==> src/rtl/icache_refill_bridge_if.sv <==
// icache_refill_bridge_if
//   Bundles the ICache refill port and the AXI4 read channels (AR, R) that
//   the refill bridge sits between.
//   Modports:
//     slave  - the bridge. It answers ICache refill requests and masters the
//              AXI read channels.
//     master - the surroundings. This is the ICache requester together with
//              the AXI responder, as seen by a testbench or the parent.
//   Signals:
//     rd_req, rd_addr                  ICache request (into the bridge)
//     rd_rdy                           bridge ready for a request
//     ret_valid, ret_last,
//     ret_data, ret_err                line return to the ICache
//     arid, araddr, arlen, arsize,
//     arburst, arvalid, arready        AXI read address channel
//     rid, rdata, rresp, rlast,
//     rvalid, rready                   AXI read data channel
interface icache_refill_bridge_if #(
   parameter int ADDR_W = 32,
   parameter int WORDS  = 4,
   parameter int ID_W   = 4
);
   logic                  rd_req;
   logic [ADDR_W-1:0]     rd_addr;
   logic                  rd_rdy;
   logic                  ret_valid;
   logic                  ret_last;
   logic [32*WORDS-1:0]   ret_data;
   logic                  ret_err;

   logic [ID_W-1:0]       arid;
   logic [ADDR_W-1:0]     araddr;
   logic [7:0]            arlen;
   logic [2:0]            arsize;
   logic [1:0]            arburst;
   logic                  arvalid;
   logic                  arready;

   logic [ID_W-1:0]       rid;
   logic [31:0]           rdata;
   logic [1:0]            rresp;
   logic                  rlast;
   logic                  rvalid;
   logic                  rready;

   modport slave (
      input  rd_req, rd_addr, arready, rid, rdata, rresp, rlast, rvalid,
      output rd_rdy, ret_valid, ret_last, ret_data, ret_err,
             arid, araddr, arlen, arsize, arburst, arvalid, rready
   );

   modport master (
      output rd_req, rd_addr, arready, rid, rdata, rresp, rlast, rvalid,
      input  rd_rdy, ret_valid, ret_last, ret_data, ret_err,
             arid, araddr, arlen, arsize, arburst, arvalid, rready
   );
endinterface

==> src/rtl/icache_refill_bridge.sv <==
// icache_refill_bridge
//   Turns each ICache line refill request into a single AXI4 INCR read burst
//   of WORDS 32-bit beats. The beats are collected into a line buffer, and the
//   whole line goes back to the ICache in a single ret_valid cycle. Only one
//   request is outstanding at a time.
//   Ports:
//     clk     clock
//     resetn  synchronous active-low reset (resets the AXI side as well)
//     bus     icache_refill_bridge_if.slave (ICache refill port + AXI AR/R)
//
//   state    | meaning
//   ---------+---------------------------------------------------------
//   S_IDLE   | rd_rdy=1, waiting for rd_req; latches the line address
//   S_AR     | arvalid=1 until arready
//   S_RDATA  | rready=1, collecting beats with rid==ARID_VAL
//   S_RET    | one-cycle ret_valid/ret_last with the assembled line
module icache_refill_bridge #(
   parameter int              ADDR_W   = 32,
   parameter int              WORDS    = 4,
   parameter int              ID_W     = 4,
   parameter logic [ID_W-1:0] ARID_VAL = '0
) (
   input  logic                  clk,
   input  logic                  resetn,
   icache_refill_bridge_if.slave bus
);
   localparam int              CNT_W    = (WORDS > 1) ? $clog2(WORDS) : 1;
   localparam logic [CNT_W-1:0] CNT_LAST = CNT_W'(WORDS - 1);

   typedef enum logic [1:0] {S_IDLE, S_AR, S_RDATA, S_RET} state_t;

   state_t                state_q, state_d;
   logic [ADDR_W-1:0]     araddr_q;
   logic [CNT_W-1:0]      cnt_q;
   logic                  err_q;
   logic [31:0]           words_q [WORDS];
   logic [32*WORDS-1:0]   line;
   logic [32*WORDS-1:0]   ret_hold_q;

   logic rdy, ar_vld, r_rdy, ret_vld;
   logic beat_ok, beat_last, unused_addr_bits;

   // Only the line address matters; the byte/word offset is dropped.
   assign unused_addr_bits = ^bus.rd_addr[3:0];

   assign beat_ok   = (state_q == S_RDATA) && bus.rvalid && (bus.rid == ARID_VAL);
   assign beat_last = (cnt_q == CNT_LAST);

   always_comb begin
      line = '0;
      for (int i = 0; i < WORDS; i++) line[32*i +: 32] = words_q[i];
   end

   always_comb begin
      state_d = state_q;
      rdy     = 1'b0;
      ar_vld  = 1'b0;
      r_rdy   = 1'b0;
      ret_vld = 1'b0;
      case (state_q)
         S_IDLE: begin
            rdy = 1'b1;
            if (bus.rd_req) state_d = S_AR;
         end
         S_AR: begin
            ar_vld = 1'b1;
            if (bus.arready) state_d = S_RDATA;
         end
         S_RDATA: begin
            r_rdy = 1'b1;
            if (beat_ok && beat_last) state_d = S_RET;
         end
         S_RET: begin
            ret_vld = 1'b1;
            state_d = S_IDLE;
         end
         default: state_d = S_IDLE;
      endcase
   end

   always_ff @(posedge clk) begin
      if (!resetn) begin
         state_q    <= S_IDLE;
         araddr_q   <= '0;
         cnt_q      <= '0;
         err_q      <= 1'b0;
         ret_hold_q <= '0;
         for (int i = 0; i < WORDS; i++) words_q[i] <= '0;
      end else begin
         state_q <= state_d;
         if ((state_q == S_IDLE) && bus.rd_req) begin
            araddr_q <= {bus.rd_addr[ADDR_W-1:4], 4'b0000};
            cnt_q    <= '0;
            err_q    <= 1'b0;
         end
         if (beat_ok) begin
            words_q[cnt_q] <= bus.rdata;
            // An rlast that disagrees with our own beat count is reported as an error,
            // but it does not steer the FSM.
            err_q <= err_q | (bus.rresp != 2'b00) | (bus.rlast != beat_last);
            if (!beat_last) cnt_q <= cnt_q + CNT_W'(1);
         end
         // ret_data keeps showing the last returned line while the buffer refills.
         if (state_q == S_RET) ret_hold_q <= line;
      end
   end

   assign bus.rd_rdy    = rdy;
   assign bus.ret_valid = ret_vld;
   assign bus.ret_last  = ret_vld;
   assign bus.ret_err   = ret_vld & err_q;
   assign bus.ret_data  = (state_q == S_RET) ? line : ret_hold_q;

   assign bus.arid      = ARID_VAL;
   assign bus.araddr    = araddr_q;
   assign bus.arlen     = 8'(WORDS - 1);
   assign bus.arsize    = 3'b010;
   assign bus.arburst   = 2'b01;
   assign bus.arvalid   = ar_vld;
   assign bus.rready    = r_rdy;
endmodule

==> src/flat_wrapper.sv <==
// flat-port wrapper written by rule: the top's interface ports become plain ports
module icache_refill_bridge_flat 
#(
   parameter int              ADDR_W   = 32,
   parameter int              WORDS    = 4,
   parameter int              ID_W     = 4,
   parameter logic [ID_W-1:0] ARID_VAL = '0
)
  (clk, resetn, bus_rd_req, bus_rd_addr, bus_arready, bus_rid, bus_rdata, bus_rresp, bus_rlast, bus_rvalid, bus_rd_rdy, bus_ret_valid, bus_ret_last, bus_ret_data, bus_ret_err, bus_arid, bus_araddr, bus_arlen, bus_arsize, bus_arburst, bus_arvalid, bus_rready);
  icache_refill_bridge_if #(.ADDR_W(ADDR_W), .WORDS(WORDS), .ID_W(ID_W)) bus_i ();
  input  logic clk;
  input  logic resetn;
  input wire logic [$bits(bus_i.rd_req)-1:0] bus_rd_req;
  input wire logic [$bits(bus_i.rd_addr)-1:0] bus_rd_addr;
  input wire logic [$bits(bus_i.arready)-1:0] bus_arready;
  input wire logic [$bits(bus_i.rid)-1:0] bus_rid;
  input wire logic [$bits(bus_i.rdata)-1:0] bus_rdata;
  input wire logic [$bits(bus_i.rresp)-1:0] bus_rresp;
  input wire logic [$bits(bus_i.rlast)-1:0] bus_rlast;
  input wire logic [$bits(bus_i.rvalid)-1:0] bus_rvalid;
  output wire logic [$bits(bus_i.rd_rdy)-1:0] bus_rd_rdy;
  output wire logic [$bits(bus_i.ret_valid)-1:0] bus_ret_valid;
  output wire logic [$bits(bus_i.ret_last)-1:0] bus_ret_last;
  output wire logic [$bits(bus_i.ret_data)-1:0] bus_ret_data;
  output wire logic [$bits(bus_i.ret_err)-1:0] bus_ret_err;
  output wire logic [$bits(bus_i.arid)-1:0] bus_arid;
  output wire logic [$bits(bus_i.araddr)-1:0] bus_araddr;
  output wire logic [$bits(bus_i.arlen)-1:0] bus_arlen;
  output wire logic [$bits(bus_i.arsize)-1:0] bus_arsize;
  output wire logic [$bits(bus_i.arburst)-1:0] bus_arburst;
  output wire logic [$bits(bus_i.arvalid)-1:0] bus_arvalid;
  output wire logic [$bits(bus_i.rready)-1:0] bus_rready;
  assign bus_i.rd_req = bus_rd_req;
  assign bus_i.rd_addr = bus_rd_addr;
  assign bus_i.arready = bus_arready;
  assign bus_i.rid = bus_rid;
  assign bus_i.rdata = bus_rdata;
  assign bus_i.rresp = bus_rresp;
  assign bus_i.rlast = bus_rlast;
  assign bus_i.rvalid = bus_rvalid;
  assign bus_rd_rdy = bus_i.rd_rdy;
  assign bus_ret_valid = bus_i.ret_valid;
  assign bus_ret_last = bus_i.ret_last;
  assign bus_ret_data = bus_i.ret_data;
  assign bus_ret_err = bus_i.ret_err;
  assign bus_arid = bus_i.arid;
  assign bus_araddr = bus_i.araddr;
  assign bus_arlen = bus_i.arlen;
  assign bus_arsize = bus_i.arsize;
  assign bus_arburst = bus_i.arburst;
  assign bus_arvalid = bus_i.arvalid;
  assign bus_rready = bus_i.rready;
  icache_refill_bridge #(.ADDR_W(ADDR_W), .WORDS(WORDS), .ID_W(ID_W), .ARID_VAL(ARID_VAL)) u_core (.clk(clk), .resetn(resetn), .bus(bus_i));
endmodule
==> config.mk <==
export PLATFORM = sky130hd
export DESIGN_NAME = icache_refill_bridge_flat
export DESIGN_NICKNAME = d
export VERILOG_FILES = /design/src/rtl/icache_refill_bridge_if.sv /design/src/rtl/icache_refill_bridge.sv /design/src/flat_wrapper.sv
export SDC_FILE = /design/constraint.sdc
export NUM_CORES = 1
export LEC_CHECK = 0
export ABC_AREA = 1
export CAP_MARGIN = 20
export CORE_ASPECT_RATIO = 0.7
export CORE_MARGIN = 8
export CORE_UTILIZATION = 45
export DETAILED_ROUTE_END_ITERATION = 8
export DONT_BUFFER_PORTS = 1
export GPL_TIMING_DRIVEN = 1
export SETUP_SLACK_MARGIN = 0.1
export SKIP_LAST_GASP = 1
export SYNTH_ARGS = -nofsm -noshare
export SYNTH_HDL_FRONTEND = slang
export SYNTH_SLANG_ARGS = --single-unit
==> constraint.sdc <==
create_clock -name clk -period 11.9 [get_ports clk]
set_clock_uncertainty 0.15 [all_clocks]
set_input_delay 2.38 -clock clk [delete_from_list [all_inputs] [get_ports clk]]
set_output_delay 2.38 -clock clk [all_outputs]
set_load 0.01 [all_outputs]
==> run metrics <==
status=complete, no violations; initial antenna violation count=0; final worst setup slack=6500 ps; Synth Warn #=0; drt pass-1 iters=4; Fmax achieved=0.185 GHz; fin crit share=0.454; Synth Cell Area=11200 um2; first-pass GRT wire length=43200 um; reg2reg end=u_core.words_q[1][13]$_SDFFCE_PN0P_; data arrival time of the critical path=2870 ps; vias in the first global route=7207; Hold Path Sink=u_core.ret_hold_q[27]$_SDFF_PN0_; Critical Path Fanout Max=90; CTS tree=done; dpl cells=1459; Crit Path Category=reg -> out; most frequent cells in the layout=397 x nand2_1, 161 x dfxtp_1, 156 x nor2_1, 133 x a21oi_1, 128 x edfxtp_1; Max Root-Sink Buffers=3; max incr delay on CP=900 ps; share of layout cells above drive strength 1=0.0759; initial core utilization=0.456; Remaining Overflow, GRT=0; Netlist cell types=24; final setup TNS=0 ps; CTS root buf=clkbuf_16; Period minus WS final=5400 ps; Layout area overhead=8.14%; cts bufs inserted=28; CP Buf/Inv Count=1; Chip Width=205 um; Crit. End Element=primary output; hold_buf cts=0; RSZ-0062 raised after global routing=no; Leakage Power=5.14 nW; R2R Path Start=u_core.state_q[0]$_SDFFE_PN0P_; DP Area=11200 um2; syn avg cell area=9.35 um2; final hold violation count=0; DIE HEIGHT=148 um; # setup viols final=0; worst skew pair latency=550 ps; largest net degree at the start of global routing=99; total setup buffers inserted after CTS=0; via count=7558; most common cell after layout, fill and taps aside=nand2_1; cell row count=48; Total Die Area=30300 um2; Hold Path Depth=2; GRT Overall Usage=0.183; Hold Crit Class=reg -> reg; slew of the pin with the lowest slew margin=1040 ps; Pins Over Slew Limit=0; Max Cap Viol=0; Placement Setup Slack=6930 ps; count of input and output buffers=0; WL/cell=18.7 um; CP dominant cell by count=nand2_1; worst path cell trace=ha_4, buf_4, nand2_1, nand2_1; Cell Pwr Density=187 nW/um2; DP HPWL=18400 um; Top Family by Delay on Critical Path=buffers and inverters; relative slew slack=0.305; R2R depth=8; Worst-path clk slew=60 ps; maximum VDD drop=0.107 mV; sequential area share after synthesis=0.631; Placer Congestion=0.751; Core ar.=24600 um2; nets@finish=1246; Post-DRT Antenna Nets=0; Final Non-Filler Cells=1512; initial DRC count=516; routed wire length=28300 um; # DRC=0; Post-Synthesis Cells=1197; TritonCTS Sinks=289; Vias/cell=5.00; Seq cells post-synth=289; reg2reg setup slack=8860 ps; CP Launch Type=register; Slowest cell on crit path=buf_4; Design Area, Final=12100 um2; post_cts resized=0; Critical Path RT=9370 ps; H-tree depth=1; hold path start=u_core.ret_hold_q[27]$_SDFF_PN0_; fill cell count=2333; Boundary Pins=259
==> cells in the mapped netlist <==
| library cell | count | area (um2) |
|---|---|---|
| nand2_1 | 399 | 1500 |
| dfxtp_1 | 161 | 3220 |
| nor2_1 | 156 | 586 |
| a21oi_1 | 133 | 666 |
| edfxtp_1 | 128 | 3840 |
| buf_2 | 49 | 245 |
| inv_1 | 44 | 165 |
| o21ai_0 | 31 | 155 |
| nor3_2 | 28 | 280 |
| buf_4 | 22 | 165 |
| buf_6 | 9 | 101 |
| clkbuf_1 | 9 | 33.8 |
| nor3_1 | 7 | 35.0 |
| ha_1 | 5 | 62.6 |
| nand3_4 | 3 | 52.6 |
| conb_1 | 2 | 7.51 |
| inv_2 | 2 | 7.51 |
| nand3_1 | 2 | 10.0 |
| nor2_2 | 2 | 12.5 |
| inv_4 | 1 | 6.26 |
| nand4_1 | 1 | 6.26 |
| nor2_8 | 1 | 20.0 |
| o31ai_1 | 1 | 7.51 |
| or2_2 | 1 | 6.26 |
==> power breakdown <==
part	switching, mW	internal [mW]	total (mW)
Sequential	0.0450	1.11	1.15
Clock	0.365	0.467	0.831
Combinational	0.213	0.0640	0.277
==> cell families after synthesis <==
logic type      after synthesis  share of synthesized area
flops                       289                      0.631
buf+inv                     136                     0.0647
other cells                   2                   0.000671
simple gates                600                      0.224
fa+ha+maj                     5                    0.00559
compound gates              165                     0.0740
==> registers in the layout (all words and copies together), names as in the netlist <==
signal,cells
u_core.ret_hold_q,128
u_core.words_q,128
u_core.err_q,1
u_core.cnt_q,2
u_core.state_q,2
u_core.bus.araddr,28
==> worst min-delay path: cells and delay by family, from the launching register on <==
family	cells	cell delay [ps]
flops	1	290
compound gates	1	60
simple gates	1	70
==> stage by stage <==
step           utilization  total power, mW  hold slack, ps
2_1_floorplan            -             1.38             297
3_3_place_gp         0.457             1.45             305
3_5_place_dp         0.457             1.45             310
4_1_cts              0.492             2.29             320
5_1_grt              0.493             2.37             333
6_report             0.493             2.26             316
==> per-layer routing <==
metal  wire length [um]  global-route usage
met4                384              0.0291
met3               2540              0.0645
met1              13500               0.264
met5                  0                   0
met2              11900               0.263
==> how the worst max path moves through the flow <==
stage | startpoint | to | cells after the start
global placement | u_core.state_q[1]$_SDFFE_PN0P_ | bus_ret_data[22] | 5
detailed placement | u_core.state_q[1]$_SDFFE_PN0P_ | bus_ret_data[22] | 5
global route | u_core.state_q[1]$_SDFFE_PN0P_ | bus_ret_data[97] | 4
finish | u_core.state_q[1]$_SDFFE_PN0P_ | bus_ret_data[89] | 4
floorplan | bus_rid[1] | u_core.words_q[3][0]$_DFFE_PP_ | 3
CTS | u_core.state_q[1]$_SDFFE_PN0P_ | bus_ret_data[22] | 5
==> layout make-up <==
cell class / instances / area, um2 / share of cell area
diodes: 1 / 2.50 / 0.000207
clock buffers: 44 / 812 / 0.0671
clock inverters: 7 / 36.3 / 0.00300
inverters: 47 / 184 / 0.0152
multi-input cells: 791 / 3520 / 0.291
flip-flops and latches: 289 / 7070 / 0.584
well taps: 325 / 407 / 0.0336
repair buffers: 8 / 80.1 / 0.00661
Power figures use the tool's default switching activity.
